## src/rtl/sbus_arbiter_pkg.sv

```systemverilog
// sbus_arbiter_pkg: shared widths and state/owner types for the ibus/dbus arbiter
package sbus_arbiter_pkg;
  localparam int SBUS_ADDR_W = 32;
  localparam int SBUS_DATA_W = 32;
  typedef enum logic [1:0] {IDLE, GRANT_I, GRANT_D} arb_state_t;
  typedef enum logic {OWNER_I, OWNER_D} arb_owner_t;
endpackage

```

## src/rtl/sbus_arbiter_if.sv

```systemverilog
// sbus_arbiter_if: simple request/ack bus with master and slave views
interface sbus_arbiter_if import sbus_arbiter_pkg::*; #(
  parameter int ADDR_W = SBUS_ADDR_W,
  parameter int DATA_W = SBUS_DATA_W
);
  logic              req;
  logic              wr;
  logic [ADDR_W-1:0] addr;
  logic [DATA_W-1:0] wdata;
  logic [DATA_W/8-1:0] wsel;
  logic [DATA_W-1:0] rdata;
  logic              ack;
  modport master (output req, wr, addr, wdata, wsel, input rdata, ack);
  modport slave  (input req, wr, addr, wdata, wsel, output rdata, ack);
endinterface

```

## src/rtl/sbus_arbiter_arb_rr2.sv

```systemverilog
// arb_rr2: two-input round-robin picker; on a tie the side not granted last wins
module arb_rr2 import sbus_arbiter_pkg::*; (
  input  logic [1:0] req,
  input  arb_owner_t last,
  output logic [1:0] gnt
);
  always_comb gnt = &req ? (last == OWNER_I ? 2'b10 : 2'b01) : req;
endmodule

```

## src/rtl/sbus_arbiter.sv

```systemverilog
// sbus_arbiter: merges instruction and data buses onto one memory port, round-robin on contention
module sbus_arbiter import sbus_arbiter_pkg::*; #(
  parameter int ADDR_W = SBUS_ADDR_W,
  parameter int DATA_W = SBUS_DATA_W
) (
  input logic           clk,
  input logic           rst,
  sbus_arbiter_if.slave  ibus,
  sbus_arbiter_if.slave  dbus,
  sbus_arbiter_if.master mem
);
  arb_state_t          state, state_nxt;
  arb_owner_t          last;
  logic [1:0]          gnt;
  logic                wr_q;
  logic [ADDR_W-1:0]   addr_q;
  logic [DATA_W-1:0]   wdata_q;
  logic [DATA_W/8-1:0] wsel_q;
  logic                i_hit, d_hit;
  arb_rr2 u_rr (.req({dbus.req, ibus.req}), .last(last), .gnt(gnt));
  always_comb begin
    state_nxt = state;
    if (state == IDLE) state_nxt = gnt[1] ? GRANT_D : gnt[0] ? GRANT_I : IDLE;
    else if (mem.ack) state_nxt = IDLE;
    i_hit = state == GRANT_I && mem.ack;
    d_hit = state == GRANT_D && mem.ack;
    ibus.ack = i_hit;
    dbus.ack = d_hit;
    ibus.rdata = i_hit ? mem.rdata : '0;
    dbus.rdata = d_hit ? mem.rdata : '0;
  end
  // request fields are captured only at grant so the memory sees them stable until ack
  always_ff @(posedge clk or posedge rst) begin
    if (rst) begin
      state   <= IDLE;
      last    <= OWNER_I;
      wr_q    <= 1'b0;
      addr_q  <= '0;
      wdata_q <= '0;
      wsel_q  <= '0;
    end else begin
      state <= state_nxt;
      if (state == IDLE && |gnt) begin
        last    <= gnt[1] ? OWNER_D : OWNER_I;
        wr_q    <= gnt[1] ? dbus.wr : ibus.wr;
        addr_q  <= gnt[1] ? dbus.addr : ibus.addr;
        wdata_q <= gnt[1] ? dbus.wdata : ibus.wdata;
        wsel_q  <= gnt[1] ? dbus.wsel : ibus.wsel;
      end
    end
  end
  assign mem.req   = state != IDLE;
  assign mem.wr    = wr_q;
  assign mem.addr  = addr_q;
  assign mem.wdata = wdata_q;
  assign mem.wsel  = wsel_q;
endmodule

```

## src/flat_wrapper.sv

```systemverilog
// flat-port wrapper written by rule: the top's interface ports become plain ports
module sbus_arbiter_flat import sbus_arbiter_pkg::*;
#(
  parameter int ADDR_W = SBUS_ADDR_W,
  parameter int DATA_W = SBUS_DATA_W
)
  (clk, rst, ibus_req, ibus_wr, ibus_addr, ibus_wdata, ibus_wsel, ibus_rdata, ibus_ack, dbus_req, dbus_wr, dbus_addr, dbus_wdata, dbus_wsel, dbus_rdata, dbus_ack, mem_req, mem_wr, mem_addr, mem_wdata, mem_wsel, mem_rdata, mem_ack);
  sbus_arbiter_if #(.ADDR_W(ADDR_W), .DATA_W(DATA_W)) ibus_i ();
  sbus_arbiter_if #(.ADDR_W(ADDR_W), .DATA_W(DATA_W)) dbus_i ();
  sbus_arbiter_if #(.ADDR_W(ADDR_W), .DATA_W(DATA_W)) mem_i ();
  input logic clk;
  input logic rst;
  input wire logic [$bits(ibus_i.req)-1:0] ibus_req;
  input wire logic [$bits(ibus_i.wr)-1:0] ibus_wr;
  input wire logic [$bits(ibus_i.addr)-1:0] ibus_addr;
  input wire logic [$bits(ibus_i.wdata)-1:0] ibus_wdata;
  input wire logic [$bits(ibus_i.wsel)-1:0] ibus_wsel;
  output wire logic [$bits(ibus_i.rdata)-1:0] ibus_rdata;
  output wire logic [$bits(ibus_i.ack)-1:0] ibus_ack;
  input wire logic [$bits(dbus_i.req)-1:0] dbus_req;
  input wire logic [$bits(dbus_i.wr)-1:0] dbus_wr;
  input wire logic [$bits(dbus_i.addr)-1:0] dbus_addr;
  input wire logic [$bits(dbus_i.wdata)-1:0] dbus_wdata;
  input wire logic [$bits(dbus_i.wsel)-1:0] dbus_wsel;
  output wire logic [$bits(dbus_i.rdata)-1:0] dbus_rdata;
  output wire logic [$bits(dbus_i.ack)-1:0] dbus_ack;
  output wire logic [$bits(mem_i.req)-1:0] mem_req;
  output wire logic [$bits(mem_i.wr)-1:0] mem_wr;
  output wire logic [$bits(mem_i.addr)-1:0] mem_addr;
  output wire logic [$bits(mem_i.wdata)-1:0] mem_wdata;
  output wire logic [$bits(mem_i.wsel)-1:0] mem_wsel;
  input wire logic [$bits(mem_i.rdata)-1:0] mem_rdata;
  input wire logic [$bits(mem_i.ack)-1:0] mem_ack;
  assign ibus_i.req = ibus_req;
  assign ibus_i.wr = ibus_wr;
  assign ibus_i.addr = ibus_addr;
  assign ibus_i.wdata = ibus_wdata;
  assign ibus_i.wsel = ibus_wsel;
  assign ibus_rdata = ibus_i.rdata;
  assign ibus_ack = ibus_i.ack;
  assign dbus_i.req = dbus_req;
  assign dbus_i.wr = dbus_wr;
  assign dbus_i.addr = dbus_addr;
  assign dbus_i.wdata = dbus_wdata;
  assign dbus_i.wsel = dbus_wsel;
  assign dbus_rdata = dbus_i.rdata;
  assign dbus_ack = dbus_i.ack;
  assign mem_req = mem_i.req;
  assign mem_wr = mem_i.wr;
  assign mem_addr = mem_i.addr;
  assign mem_wdata = mem_i.wdata;
  assign mem_wsel = mem_i.wsel;
  assign mem_i.rdata = mem_rdata;
  assign mem_i.ack = mem_ack;
  sbus_arbiter #(.ADDR_W(ADDR_W), .DATA_W(DATA_W)) u_core (.clk(clk), .rst(rst), .ibus(ibus_i), .dbus(dbus_i), .mem(mem_i));
endmodule
```

## config.mk

```make
export PLATFORM = sky130hd
export DESIGN_NAME = sbus_arbiter_flat
export DESIGN_NICKNAME = d
export VERILOG_FILES = /design/src/rtl/sbus_arbiter_pkg.sv /design/src/rtl/sbus_arbiter_if.sv /design/src/rtl/sbus_arbiter_arb_rr2.sv /design/src/rtl/sbus_arbiter.sv /design/src/flat_wrapper.sv
export SDC_FILE = /design/constraint.sdc
export NUM_CORES = 1
export LEC_CHECK = 0
export ABC_CLOCK_PERIOD_IN_PS = 5900
export CAP_MARGIN = 20
export CORE_AREA = 5 5 117 119
export DETAILED_ROUTE_END_ITERATION = 10
export DIE_AREA = 0 0 122 124
export DONT_BUFFER_PORTS = 1
export PLACE_DENSITY = 0.54
export SETUP_SLACK_MARGIN = 0.15
export SLEW_MARGIN = 10
export SYNTH_ARGS = -nofsm -noshare
export SYNTH_HDL_FRONTEND = slang
export SYNTH_SLANG_ARGS = --single-unit
export TNS_END_PERCENT = 5
```

## constraint.sdc

```tcl
create_clock -name clk -period 5.9 [get_ports clk]
set_input_delay 0.885 -clock clk [delete_from_list [all_inputs] [get_ports clk]]
set_output_delay 0.885 -clock clk [all_outputs]
set_load 0.005 [all_outputs]
```

==> flow_summary_export.csv <==
group,metric,value,unit
cts,clock-root-buffer,"clkbuf_16",
critical_path,crit_path_cell_trace,"nor2_4, buf_4, inv_1",
critical_path,endpoint_kind,"output pin",
power,p_per_area,563,nW/um2
logic_synthesis,yosys_register_bits,72,
logic_synthesis,syn_area_per_cell,8.16,um2
logic_synthesis,yosysTopAreaCell,"dfrtp_1",
placement,gp_congestion,0.795,
critical_path,r2r_start,"u_core.state[0]",
cts,hold_buffers,0,
logic_synthesis,yosysSeqAreaShare,46.6,%
critical_path,crit_path_start,"u_core.state[0]",
grt,grt_max_degree,73,
critical_path,path_class,"reg2out",
cts,clockBufferDepth,2,
layout,syn2layout_area_growth,10.6,%
logic_synthesis,synth_area_leaders,"dfrtp_1 (47%), nand2_1 (13%), and2_1 (10%)",
cts,htreeDepth,3,
critical_path,critPathSlowestCell,"nor2_4",
hold_path,min_path_type,"reg2reg",
logic_synthesis,syn_inst,474,
logic_synthesis,synth_top_area_share,46.6,%
grt,antenna_found_initial,0,
detailed_routing,dr.first_iter.drc_count,189,
timing,setup_viol,0,
detailed_routing,drc,0,
job,drv_cap,0,
critical_path,cpLargestDelayFamily,"buffers and inverters",
grt,grt_first_pass_wirelength,19800,um
die,rows,41,
hold_path,min_from,"u_core.mem.addr[21]",
cts,postCtsSetupRepairBufs,0,
logic_synthesis,ys_types,21,
grt,grt_overflow,0,
detailed_routing,firstDrtPassIters,4,
die,initial_utilization,31.0,%
timing,relSlewSlack,38.5,%
timing,hold_viol,0,
layout,num_antenna_cells,0,
cts,clk_latency,340,ps
die,die_w,122,um
power,power.leakage,1.75,nW
detailed_routing,routedWlPerCell,21.8,um
die,io_pins,311,
timing,rsz0062_at_grt,"false",
detailed_routing,routed_via_density,5.54,
timing,setup_tns,0,ps
timing,worst_pin_slew,923,ps
layout,fillers,1326,
cts,numClockSinks,72,
timing,max_freq,0.326,GHz
cts,cts_buffers,9,
power,vdd_drop_max,218,uV
die,die_area,15100,um2
die,die_h,124,um
placement,hpwlAfterDp,9920,um
timing,clock_skew,7.34,ps
layout,fin_util,34.3,%
detailed_routing,via_count,3445,
cts,post_cts_resized,0,
critical_path,start_kind,"register",
timing,min_period,3060,ps
logic_synthesis,syn_area,3870,um2
timing,post-route-period-util,51.9,%
layout,final_nets,620,
critical_path,cp_slowest_stage_delay,680,ps
timing,final-max-slew-violation-count,0,
detailed_routing,drtAntennaViolNets,0,
logic_synthesis,synth_warnings,0,
critical_path,crit_required,5020,ps
critical_path,cp_data_arrival_time,2180,ps
outcome,run_status,"finished, final reports clean",
die,core,12500,um2
critical_path,cp_max_fo,40,
layout,layout-drive-gt1-share,8.22,%
cts,clk_pin_slew,60,ps
grt,grt_use_total,17.2,%
critical_path,critPathBufInv,2,
detailed_routing,routed_wl,13600,um
logic_synthesis,syn_nets,649,
grt,grt_pass1_vias,3481,
placement,io_buffers,0,
cts,cts_tree,"yes",
## cell families after synthesis
group / Yosys count / synth area share (%)
buf+inv: 49 / 5.70
compound gates: 144 / 22.8
simple gates: 209 / 24.9
flops: 72 / 46.6
## cell type report
type                       count  area [um2]  share of cell area [%]
multi-input combinational    353        1860                    43.5
clock inverter                 7         120                    2.81
timing repair buffer           5        37.5                   0.878
sequential                    72        1800                    42.2
tap                          172         215                    5.04
inverter                       4        15.0                   0.351
clock buffer                   9         225                    5.27
## synthesized netlist by cell type
master and count:
a21bo_2 1, a31oi_2 10, dfrtp_1 72, a21boi_2 1, nand3_1 1, nand2_1 138, buf_2 8, a21oi_1 70
buf_4 1, and3_1 2, a31oi_1 60, o21ai_0 1, and2_4 1, o22ai_1 1, buf_6 3, clkbuf_1 33
nand2b_1 1, inv_1 4, nor2_1 1, and2_1 64, or2_1 1
## worst reg2reg max path, stage by stage, from the launching register on
cell	delay [ps]
dfrtp_1	410
nor2_4	680
buf_4	550
and2_4	770
a31oi_1	210
## state kept, by name, summed over array words and instances, names as in the netlist
name              flops
u_core.last           1
u_core.mem.wdata     32
u_core.mem.wr         1
u_core.state          2
u_core.mem.wsel       4
u_core.mem.addr      32
## where the power goes
| part | total, mW | switching [mW] | internal (mW) |
|---|---|---|---|
| logic | 0.782 | 0.503 | 0.278 |
| registers | 0.993 | 0.241 | 0.752 |
| clock network | 0.632 | 0.218 | 0.414 |
| total | 2.41 | 0.962 | 1.44 |
## layer usage
metal | vias to the layer above | GRT usage [%] | wire [um]
met5 | - | 0 | 0
met4 | 0 | 7.63 | 306
met3 | 17 | 5.90 | 1550
met2 | 231 | 29.6 | 6890
met1 | 1650 | 19.4 | 4840
li1 | 1547 | - | -
## placed cells by master, fill, tap and decap left out, drive strengths merged
master and n:
nand2b 1, and2 65, a21boi 1, a21bo 1, bufinv 3, nand2 138
clkinv 3, clkinvlp 1, dfrtp 72, a21oi 70, inv 4, o21ai 1
or2 1, clkbuf 9, o22ai 1, and3 2, a31oi 70, nor2 1
nand3 1, buf 5
## per-stage QoR
step | cell area [um2] | power (mW) | std cells | hold WS (ps) | worst slack (ps)
2_1_floorplan | 3870 | 1.59 | 474 | 513 | 3190
4_1_cts | 4270 | 2.45 | 622 | 589 | 2780
5_1_grt | 4270 | 2.59 | 622 | 615 | 2670
3_5_place_dp | 3930 | 1.81 | 606 | 575 | 3050
3_3_place_gp | 3930 | 1.77 | 606 | 570 | 3140
6_report | 4270 | 2.41 | 622 | 588 | 2840
## worst paths after layout
| check | to | slack, ps | depth (start not counted) |
|---|---|---|---|
| max | mem_req | 2840 | 3 |
| max reg2reg | u_core.mem.addr[3] | 3100 | 4 |
| max in group asynchronous | u_core.mem.addr[4] | 4580 | 2 |
| min reg2reg | u_core.mem.addr[21] | 590 | 2 |
| min in group asynchronous | u_core.mem.wdata[15] | 720 | 2 |
| min | u_core.mem.addr[21] | 590 | 2 |
Note: power is estimated with default switching activity, not from simulation.
